[config.mk]
export PLATFORM = sky130hd
export DESIGN_NAME = circuit_pair
export DESIGN_NICKNAME = d
export VERILOG_FILES = /design/src/rtl/circuit_pair.sv
export SDC_FILE = /design/constraint.sdc
export NUM_CORES = 1
export LEC_CHECK = 0
export ABC_CLOCK_PERIOD_IN_PS = 950
export BUFFER_PORTS_ARGS = -buffer_cell sky130_fd_sc_hd__buf_2
export CAP_MARGIN = 5
export CORE_AREA = 2 2 39 41
export CTS_CLUSTER_DIAMETER = 120
export DETAILED_ROUTE_END_ITERATION = 16
export DIE_AREA = 0 0 41 43
export PLACE_DENSITY = 0.75
export SLEW_MARGIN = 20
export SYNTH_ARGS = -nofsm -noshare
export SYNTH_HDL_FRONTEND = slang
export SYNTH_SLANG_ARGS = --single-unit
[constraint.sdc]
create_clock -name Clock -period 0.95 [get_ports Clock]
set_input_delay 0.19 -clock Clock [delete_from_list [all_inputs] [get_ports Clock]]
set_output_delay 0.19 -clock Clock [all_outputs]
set_load 0.005 [all_outputs]
[src/rtl/circuit_pair.sv]
// circuit_pair: two 4-bit register pairs sharing inputs; circuit forwards the new
// first-stage value to its second stage, circuit2 uses the old one (true pipeline).
module circuit #(
  parameter int WIDTH = 4
) (
  input  logic [WIDTH-1:0] b,
  input  logic [WIDTH-1:0] d,
  input  logic             Clock,
  input  logic             Reset,
  output logic [WIDTH-1:0] a,
  output logic [WIDTH-1:0] c
);
  logic [WIDTH-1:0] a_q, a_d, c_q, c_d;
  // c is loaded from the same sum a is being loaded with on this edge
  always_comb begin
    a_d = b + d;
    c_d = a_d + WIDTH'(1);
  end
  always_ff @(posedge Clock or posedge Reset) begin
    if (Reset) begin
      a_q <= '0;
      c_q <= '0;
    end else begin
      a_q <= a_d;
      c_q <= c_d;
    end
  end
  assign a = a_q;
  assign c = c_q;
endmodule

module circuit2 #(
  parameter int WIDTH = 4
) (
  input  logic [WIDTH-1:0] b,
  input  logic [WIDTH-1:0] d,
  input  logic             Clock,
  input  logic             Reset,
  output logic [WIDTH-1:0] a,
  output logic [WIDTH-1:0] c
);
  logic [WIDTH-1:0] a_q, a_d, c_q, c_d;
  // c sees a's value from before this edge, adding one stage of latency
  always_comb begin
    a_d = b + d;
    c_d = a_q + WIDTH'(1);
  end
  always_ff @(posedge Clock or posedge Reset) begin
    if (Reset) begin
      a_q <= '0;
      c_q <= '0;
    end else begin
      a_q <= a_d;
      c_q <= c_d;
    end
  end
  assign a = a_q;
  assign c = c_q;
endmodule

module circuit_pair #(
  parameter int WIDTH = 4
) (
  input  logic             Clock,
  input  logic             Reset,
  input  logic [WIDTH-1:0] b,
  input  logic [WIDTH-1:0] d,
  output logic [WIDTH-1:0] a1,
  output logic [WIDTH-1:0] c1,
  output logic [WIDTH-1:0] a2,
  output logic [WIDTH-1:0] c2
);
  circuit #(.WIDTH(WIDTH)) u_circuit (
    .b(b), .d(d), .Clock(Clock), .Reset(Reset), .a(a1), .c(c1)
  );
  circuit2 #(.WIDTH(WIDTH)) u_circuit2 (
    .b(b), .d(d), .Clock(Clock), .Reset(Reset), .a(a2), .c(c2)
  );
endmodule

* Word level (Yosys, flattened, before mapping)
Cells that the tools add are included.
** Storage, ports and cells
- Bits in registers :: 12
- Latch bits :: 0
- Memory bits (writable) :: 0
- Memory bits (read-only) :: 0
- Output and inout bits :: 16
- Memories :: 0
** Operators by class
- $add $sub $neg :: 3
- Multipliers :: 0
- Divide/modulo/power cells :: 0
- $lt $le $gt $ge :: 0
- Equality and inequality tests :: 0
- Shifts and indexed selects :: 0
- Mux-type cells :: 0
- Bitwise gates (word level) :: 0
- Reduce and logical (&&, ||, !) cells :: 0
** Operators by type and width (number)
- $add A4 B1 Y4 const B :: 2
- $add A4 B4 Y4 :: 1

* Logic depth before layout (Yosys ltp)
Gate-level depths: netlist of run 1.
- Word-level depth :: 2
- Mapped depth :: 5

* Hierarchy
Synthesis of run 1 repeated with hierarchy kept, for this count alone.
** Unflattened totals
- Cell total of the unflattened synthesis :: 51
- Area total of the unflattened synthesis :: 725.7 µm²
** By module, submodules not included
- circuit :: times used 1, cells an instance 28, area an instance 382.9 µm², seq. area each 200.2 µm²
- circuit2 :: times used 1, cells an instance 23, area an instance 342.8 µm², seq. area each 200.2 µm²

* Least setup slack after synthesis of run 1
No wires, ideal clock.
- Kind :: in2reg
- Start :: input port b[0]
- End :: register u_circuit.c_q[3], in the netlist u_circuit.c[3]
- Library setup time :: 0.135 ns
- Arrival time :: 1.230 ns
- Data required time :: 0.815 ns
- Setup slack :: -0.415 ns
- Stages on the path :: 5
- Path through :: ha_1 > fa_1 > xor2_2 > nand3_1 > xor3_1
** On the way
- Cells in the longest elaborated chain, start to end :: 2
** Ends and longest elaborated chain
- start: declaration :: line 66 : input logic [WIDTH-1:0] b,
- $add A4 B4 Y4 :: line 16 : a_d = b + d;
- net u_circuit.a_d[2] :: line 13 : logic [WIDTH-1:0] a_q, a_d, c_q, c_d;
- $add A4 B1 Y4 :: line 17 : c_d = a_d + WIDTH'(1);
- net u_circuit.c_d[3] :: line 13
- end signal: assignment :: line 22 : c_q <= '0;
- end signal: assignment :: line 25 : c_q <= c_d;
- end: declaration :: line 13
The timed path passes the listed nets, and every way through them passes these cells.

* Worst setup path after layout of run 1
- Start :: input port d[0]
- End :: register u_circuit.c_q[2], in the netlist u_circuit.c[2]
** On the way
- Cells in the longest elaborated chain, start to end :: 2
** Ends and longest elaborated chain
- start: declaration :: line 67 : input logic [WIDTH-1:0] d,
- $add A4 B4 Y4 :: line 16
- net u_circuit.a_d[1] :: line 13
- $add A4 B1 Y4 :: line 17
- net u_circuit.c_d[2] :: line 13
The timed path passes the listed nets, and every way through them passes these cells.

==> impl_metrics.py, run 1 <==
metrics = {
    "clock_tree": {
        "root_buffer": "clkbuf_4",
        "cts_max_path_buffers": 2,
        "cts.clk_slew.worst_paths_ns": 0.07,
        "cts_num_sinks": 12,
        "cts_tree": "built",
        "cts_max_level": 1,
        "tritoncts.num_buffers": 3,
        "clk_latency_ns": 0.27,
    },
    "critical_path": {
        "worstPathRequired_ns": 1.15,
        "path_buf_inv": 1,
        "crit_path_max_incr_delay_ns": 0.55,
        "crit_fanout": 3,
        "critPathKind": "primary input to flip-flop",
        "critPathArrivalTime_ns": 1.28,
        "critical-path-top-delay-family": "adder cells",
        "endpoint_kind": "flip-flop",
        "cp_num_cells": 5,
        "reg2reg_depth": 4,
        "cp-start-kind": "primary input",
        "cp-startpoint": "d[0]",
        "r2r_start": "u_circuit2.a[2]",
        "slowest_stage": "fa_2",
        "path_cells": "buf_8, ha_4, fa_2, ha_1, xor2_1",
    },
    "detailed_routing": {
        "post_drt_wl_per_cell_microns": 9.77,
        "drt-total-wl_microns": 860,
        "drt_first_pass_iters": 2,
        "drtIter0Drc": 2,
        "via_per_inst": 4.45,
        "vias": 392,
        "ant_nets": 0,
        "drc": 0,
    },
    "synthesis": {
        "netlist.area_leader.share_pct": 54.9,
        "synthFlopType": "dfrtp_1",
        "synth_cell_types": 12,
        "synth.area.top_cells": "dfrtp_1 (55%), ha_1 (14%), buf_4 (5.5%)",
        "syn_inst": 37,
        "synth_area_sq_um": 547,
        "ys_ff_latch": 12,
        "ys_warn_count": 0,
        "synth_top_area_cell": "dfrtp_1",
        "syn_avg_cell_area_sq_um": 14.8,
        "ys_seq_area_share_pct": 54.9,
        "synth_edf_count": 0,
        "async_flop_share_pct": 100,
        "yosysMostFrequentCell": "dfrtp_1",
        "synth_top_cells_by_count": "dfrtp_1 (12), ha_1 (6), buf_4 (4), inv_1 (3), xor2_1 (3)",
        "synth.net_count": 54,
    },
    "status": {
        "violations": "negative setup slack",
        "run_status": "finished with violations",
    },
    "layout": {
        "fin_nets": 90,
        "antenna_cells": 0,
        "drive_gt1_share_pct": 62.5,
        "area_growth_pct": 54.2,
        "final_util_pct": 60.9,
    },
    "power": {
        "p_per_area_nw_per_um2": 1790,
        "p_total_w": 0.00151,
        "irDropWorstVdd_mv": 0.740,
        "cellLeakagePower_nw": 0.441,
    },
    "run": {
        "maxCapViolations": 0,
    },
    "placement": {
        "dp_hpwl_microns": 679,
        "place_congestion": 0.668,
        "portBuffers": 25,
    },
    "sta": {
        "grt_setup_unrepaired": "true",
        "worst_slack_ns": -0.134,
        "whs_ns": 0.325,
        "fin_crit_sh_pct": 114,
        "finalHoldViolCount": 0,
        "slew_violations": 0,
        "slew_headroom_pct": 70.7,
        "setup_viol": 13,
        "worst_slew_pin_slew_ns": 0.439,
        "clock.fmax_ghz": 0.923,
        "period_minus_slack_ns": 1.08,
        "fin_skew_ns": 0.000310,
    },
    "die": {
        "initial_core_util_pct": 39.5,
        "die_w_microns": 41,
        "ios": 26,
        "coreArea_sq_um": 1380,
        "dieArea_sq_um": 1760,
        "fp-row-count": 14,
        "dieHeight_microns": 43,
    },
    "grt": {
        "grt_overflow": 0,
        "gr-usage-all-layers_pct": 13.3,
        "grt_pass1_vias": 350,
        "antenna_found_initial": 0,
        "grt_pass1_wl_microns": 1470,
        "grt_max_degree": 13,
    },
    "worst_hold_path": {
        "hold_class": "primary input to flip-flop",
        "whs_path_depth": 3,
        "hold_start": "d[0]",
    },
}
-- cells in the final DEF (no fill, tap or decap), types with 2 or more instances in the layout --
cell      netlist  final
clkbuf_4        0      3
ha_1            6      3
inv_1           3      3
xnor2_1         2      2
buf_4           4      8
ha_4            0      2
buf_6           0      4
dfrtp_1        12     12
buf_2           0     21
xor2_1          3      3
-- final cells by class --
| class | instances | area, sq um |
|---|---|---|
| clock buffer | 4 | 36.3 |
| fill | 114 | 541 |
| inverter | 3 | 11.3 |
| multi-input combinational | 18 | 240 |
| sequential | 12 | 300 |
| tap | 16 | 20.0 |
| timing repair buffer | 35 | 235 |
-- worst paths after layout --
kind	to	slack (ns)
max	u_circuit.c[2]	-0.13
min reg2reg	u_circuit2.c[0]	0.53
max reg2reg	u_circuit2.c[3]	0
min	u_circuit2.a[0]	0.33
min in group asynchronous	u_circuit2.a[3]	0.46
max in group asynchronous	u_circuit.c[0]	0.19
-- worst reg2reg max path, stage by stage (launching register included) --
cell and delay, ns:
dfrtp_1 0.40, buf_4 0.13, buf_4 0.13, nand3_1 0.09, xnor2_1 0.13
-- sequential cells by signal, indices dropped and copies added, names as in the netlist --
signal        cells
u_circuit.c       4
u_circuit2.a      4
u_circuit2.c      4
-- where the power goes --
part,total (W),internal [W],switching (W),leakage [nW]
Clock,0.000402,0.000233,0.000168,0.0210
Combinational,0.000455,0.000276,0.000178,0.280
Sequential,0.000655,0.000618,0.0000367,0.140
-- through the flow --
stage	cell area (sq um)	TNS (ns)	setup slack [ns]	instances
2_1_floorplan	562	-0.953	-0.312	37
3_3_place_gp	714	-2.06	-0.460	79
3_5_place_dp	714	-2.18	-0.500	79
4_1_cts	832	-1.01	-0.141	87
5_1_grt	843	-1.73	-0.185	88
6_report	843	-0.904	-0.134	88
-- cells by family after synthesis --
group                      share of synthesized area, %
AOI/OAI and AO/OA                                  2.98
xor gates and xnor gates                           15.3
adders and majority gates                          17.4
buffers and inverters                              7.55
DFF                                                54.9
and+or+nand+nor                                    1.83
-- per-layer routing --
metal | vias to the layer above | routed length, microns | GRT usage [%]
met5 | - | 0 | 0
met4 | 0 | 28 | 12.0
met3 | 3 | 94 | 4.71
met2 | 24 | 445 | 19.1
met1 | 177 | 292 | 14.4
li1 | 188 | - | -
-- what timing repair did --
item | 4_1_cts | 5_1_grt
resized for setup | 10 | 1
pin swaps | 5 | 2
endpoints found under the hold margin | 12 | 0
setup buffers | 3 | 1
hold buffers | 1 | 0
endpoints found under the setup margin | 19 | 20
Note: power is estimated with default switching activity, not from simulation.
==> inputs of run 2 (changes only) <==
- ABC_CLOCK_PERIOD_IN_PS: 950 -> 1200
- clock period: 0.95 -> 1.2 ns (I/O delays scaled with it)
==> impl_metrics.py, run 2 (synthesis gave the netlist of run 1 again) <==
metrics = {
    "grt": {
        "grt_overflow": 0,
        "gr-usage-all-layers_pct": 12.4,
        "grt_pass1_wl_microns": 1440,
        "grt_max_degree": 13,
        "use_met1_pct": 12.5,
        "top_usage_layer": "met2",
        "grt.met2_usage_pct": 20.9,
        "use_met3_pct": 4.71,
        "grt_pass1_vias": 359,
        "antenna_found_initial": 0,
    },
    "sta": {
        "slew_headroom_pct": 70.9,
        "worst_slew_pin_slew_ns": 0.436,
        "period_minus_slack_ns": 1.19,
        "clock.fmax_ghz": 0.840,
        "grt_setup_unrepaired": "true",
        "setup_viol": 0,
        "finalHoldViolCount": 0,
        "slew_violations": 0,
        "fin_crit_sh_pct": 99.3,
        "whs_ns": 0.302,
        "fin_skew_ns": 0.00449,
    },
    "detailed_routing": {
        "post_drt_wl_per_cell_microns": 10.9,
        "drtIter0Drc": 0,
        "vias": 362,
        "via_per_inst": 4.36,
        "drc": 0,
        "drt_first_pass_iters": 1,
        "ant_nets": 0,
        "drt-total-wl_microns": 905,
    },
    "critical_path": {
        "critPathArrivalTime_ns": 1.33,
        "crit_fanout": 3,
        "cp-start-kind": "primary input",
        "worstPathRequired_ns": 1.34,
        "slowest_stage": "fa_2",
        "crit_path_max_incr_delay_ns": 0.58,
        "critPathKind": "primary input to flip-flop",
        "endpoint_kind": "flip-flop",
        "reg2reg_depth": 2,
        "path_cells": "buf_8, ha_4, fa_2, nand3_2, xor3_1",
    },
    "clock_tree": {
        "cts_tree": "built",
        "root_buffer": "clkbuf_4",
        "tritoncts.num_buffers": 3,
        "cts_max_path_buffers": 2,
        "cts.clk_slew.worst_paths_ns": 0.07,
        "cts_num_sinks": 12,
        "cts_max_level": 1,
        "clk_latency_ns": 0.26,
    },
    "power": {
        "switching_share_pct": 25.0,
        "irDropWorstVdd_mv": 0.584,
        "clock_power_share_pct": 26.7,
        "cellLeakagePower_nw": 0.415,
        "p_sw_w": 0.000286,
        "p_per_area_nw_per_um2": 1450,
        "pwr-share-comb_pct": 27.5,
        "cellInternalPower_w": 0.000857,
        "power_frac_seq_pct": 45.9,
    },
    "die": {
        "ios": 26,
        "coreArea_sq_um": 1380,
        "initial_core_util_pct": 39.5,
        "dieArea_sq_um": 1760,
        "dieHeight_microns": 43,
        "die_w_microns": 41,
        "fp-row-count": 14,
    },
    "placement": {
        "portBuffers": 25,
        "dp_hpwl_microns": 705,
        "dp.cells": 77,
        "place_congestion": 0.651,
        "dpl_cell_area_sq_um": 699,
    },
    "layout": {
        "drive_gt1_share_pct": 58.2,
        "antenna_cells": 0,
        "area_growth_pct": 44.6,
        "fin_nets": 85,
        "final_common_cell": "buf_2",
        "stdcell_area_sq_um": 791,
        "final_cells": 83,
        "final_cell_mix": "buf_2 (23), dfrtp_1 (12), ha_1 (4), buf_4 (4)",
    },
    "status": {
        "run_status": "completed",
    },
    "run": {
        "maxCapViolations": 0,
    },
    "worst_hold_path": {
        "whs_path_depth": 3,
        "hold_class": "primary input to flip-flop",
    },
}
## run 2: cell count changes in the layout (fill, tap and decap cells not counted)
| cell | before | now |
|---|---|---|
| buf_8 | 1 | 2 |
| ha_2 | 1 | 0 |
| ha_1 | 3 | 4 |
| buf_6 | 4 | 0 |
| buf_4 | 8 | 4 |
| buf_2 | 21 | 23 |
## run 2: path summary, 6_finish.rpt
kind | endpoint | startpoint | slack (ns)
max | u_circuit.c[3] | d[0] | 0.009
min in group asynchronous | u_circuit2.a[2] | Reset | 0.52
min reg2reg | u_circuit2.c[3] | u_circuit2.a[3] | 0.49
max reg2reg | u_circuit2.c[2] | u_circuit2.a[0] | 0.28
min | u_circuit2.a[3] | d[3] | 0.30
max in group asynchronous | u_circuit2.c[1] | Reset | 0.38
## run 2: power groups by stage
stage               registers [W]  clock network (W)  logic (W)
floorplan                0.000548                  0   0.000145
global placement         0.000531                  0   0.000283
detailed placement       0.000534                  0   0.000294
CTS                      0.000525           0.000317   0.000301
global route             0.000538           0.000344   0.000359
finish                   0.000524           0.000305   0.000314
## run 2: critical path, delay by kind of cell
family,cells,cell delay [ns]
adders and majority gates,2,0.73
xor gates and xnor gates,1,0.18
buffers and inverters,1,0.10
and+or+nand+nor,1,0.07
## run 2: through the flow
stage | utilization (%) | total power, W | setup WS, ns | TNS, ns
final | 57.1 | 0.00114 | 0.00891 | 0
after global routing | 57.1 | 0.00124 | -0.0241 | -0.0241
after CTS | 54.2 | 0.00114 | 0.0166 | 0
after detailed placement | 50.5 | 0.000828 | -0.305 | -1.06
after global placement | 50.5 | 0.000814 | -0.260 | -0.921
after floorplan | - | 0.000693 | -0.112 | -0.274
## run 2: area by class of cell
type | instances | area (sq um)
fill | 127 | 593
sequential | 12 | 300
multi-input combinational | 18 | 238
timing repair buffer | 30 | 185
clock buffer | 4 | 36.3
tap | 16 | 20.0
inverter | 3 | 11.3
## run 2: timing repair
item | in CTS | in global routing
hold endpoints to repair | 12 | 0
setup buffers | 0 | 1
pin swaps | 2 | 2
endpoints found under the setup margin | 1 | 2
hold buffers | 1 | 0
resized for setup | 1 | 8
## run 2: per-layer routing
| metal | up-vias | part of all wire (%) | wire length, microns |
|---|---|---|---|
| met5 | - | 0 | 0 |
| met4 | 0 | 0.66 | 6 |
| met3 | 2 | 11 | 96 |
| met2 | 21 | 54 | 486 |
| met1 | 165 | 35 | 314 |
| li1 | 174 | - | - |
==> inputs of run 3 (changes only) <==
- ABC_CLOCK_PERIOD_IN_PS: 1200 -> 1100
- clock period: 1.2 -> 1.1 ns (I/O delays scaled with it)
==> impl_metrics.py, run 3 (synthesis gave the netlist of run 1 again) <==
metrics = {
    "sta": {
        "finalHoldViolCount": 0,
        "worst_slack_ns": -0.0322,
        "fin_crit_sh_pct": 103,
        "grt_setup_unrepaired": "true",
        "whs_ns": 0.283,
        "worst_slew_pin_slew_ns": 0.435,
        "period_minus_slack_ns": 1.13,
        "fin_setup_tns_ns": -0.0696,
        "setup_viol": 3,
        "slew_headroom_pct": 71.0,
        "clock.fmax_ghz": 0.883,
        "slew_violations": 0,
        "fin_skew_ns": 0.00216,
    },
    "status": {
        "violations": "negative setup slack",
        "run_status": "finished with violations",
    },
    "clock_tree": {
        "cts.clk_slew.worst_paths_ns": 0.07,
        "cts_num_sinks": 12,
        "clk_latency_ns": 0.26,
        "cts_max_level": 1,
        "tritoncts.num_buffers": 3,
        "cts_max_path_buffers": 2,
        "cts_tree": "built",
        "root_buffer": "clkbuf_4",
    },
    "detailed_routing": {
        "ant_nets": 0,
        "drtIter0Drc": 1,
        "drt-total-wl_microns": 846,
        "drc": 0,
        "post_drt_wl_per_cell_microns": 10.2,
        "drt_first_pass_iters": 4,
        "vias": 361,
        "via_per_inst": 4.35,
    },
    "layout": {
        "stdcell_area_sq_um": 771,
        "area_growth_pct": 41.0,
        "antenna_cells": 0,
        "multi_input_area_sq_um": 225,
        "drive_gt1_share_pct": 56.7,
        "seqCellArea_sq_um": 300,
        "final.fill_count": 130,
        "final_common_cell": "buf_2",
        "fin_nets": 85,
        "final_cell_mix": "buf_2 (23), dfrtp_1 (12), ha_1 (5)",
    },
    "power": {
        "p_per_area_nw_per_um2": 1590,
        "cellLeakagePower_nw": 0.412,
        "irDropWorstVdd_mv": 0.623,
    },
    "critical_path": {
        "cp-start-kind": "primary input",
        "critPathKind": "primary input to flip-flop",
        "worstPathRequired_ns": 1.24,
        "critPathArrivalTime_ns": 1.27,
        "crit_fanout": 2,
        "endpoint_kind": "flip-flop",
    },
    "die": {
        "initial_core_util_pct": 39.5,
        "ios": 26,
        "coreArea_sq_um": 1380,
        "dieHeight_microns": 43,
        "dieArea_sq_um": 1760,
        "die_w_microns": 41,
        "fp-row-count": 14,
    },
    "grt": {
        "grt_pass1_vias": 358,
        "grt_pass1_wl_microns": 1410,
        "grt_overflow": 0,
        "gr-usage-all-layers_pct": 12.2,
        "antenna_found_initial": 0,
        "grt_max_degree": 13,
    },
    "run": {
        "maxCapViolations": 0,
    },
    "placement": {
        "dp_hpwl_microns": 705,
        "portBuffers": 25,
        "dpl_cell_area_sq_um": 699,
        "place_congestion": 0.651,
    },
    "worst_hold_path": {
        "hold_class": "primary input to flip-flop",
    },
}
[run 3: cell counts in the layout (fill, tap and decap cells not counted)]
Identical to the previous run, type by type.
[run 3: power by group]
part           leakage (nW)  switching [W]  internal (W)
Combinational         0.252       0.000136      0.000192
Sequential            0.140      0.0000375      0.000534
Clock                0.0210       0.000128      0.000201
[run 3: final timing paths]
| kind | startpoint | end | slack [ns] | depth (start not counted) |
|---|---|---|---|---|
| max | b[1] | u_circuit.c[3] | -0.03 | 5 |
| min | d[3] | u_circuit2.a[3] | 0.28 | 3 |
| max reg2reg | u_circuit2.a[0] | u_circuit2.c[2] | 0.18 | 2 |
| min reg2reg | u_circuit2.a[3] | u_circuit2.c[3] | 0.49 | 1 |
| max in group asynchronous | Reset | u_circuit2.c[1] | 0.30 | 3 |
| min in group asynchronous | Reset | u_circuit2.a[2] | 0.50 | 3 |
[run 3: worst max-delay path, stage by stage]
cell     delay [ns]
buf_2          0.12
ha_1           0.28
a21o_1         0.17
a21oi_2        0.16
xor3_1         0.31
[run 3: area by class of cell]
cell class | count | area share, %
Sequential cell | 12 | 39.0
Tap cell | 16 | 2.60
Timing Repair Buffer | 30 | 23.1
Inverter | 3 | 1.46
Multi-Input combinational cell | 18 | 29.2
Clock buffer | 4 | 4.71
[run 3: through the flow]
step,utilization [%],cells,total power [W],setup WS (ns)
CTS,55.2,82,0.00125,-0.0451
floorplan,-,37,0.000756,-0.192
finish,55.7,83,0.00123,-0.0322
global route,55.7,83,0.00134,-0.0696
detailed placement,50.5,77,0.000903,-0.385
global placement,50.5,77,0.000888,-0.340
[run 3: per-layer routing]
metal / vias to the layer above / track usage [%] / wire [microns]
li1: 174 / - / -
met1: 164 / 11.8 / 297
met2: 21 / 20.9 / 443
met3: 2 / 4.71 / 97
met4: 0 / 6.00 / 6
met5: - / 0 / 0
[run 3: what timing repair did]
action | CTS | global route
pin swaps | 4 | 0
setup endpoints to repair | 3 | 4
buffers inserted | 0 | 1
hold endpoints to repair | 12 | 0
cloned | 0 | 0
hold buffers | 1 | 0
gates resized for setup | 5 | 0
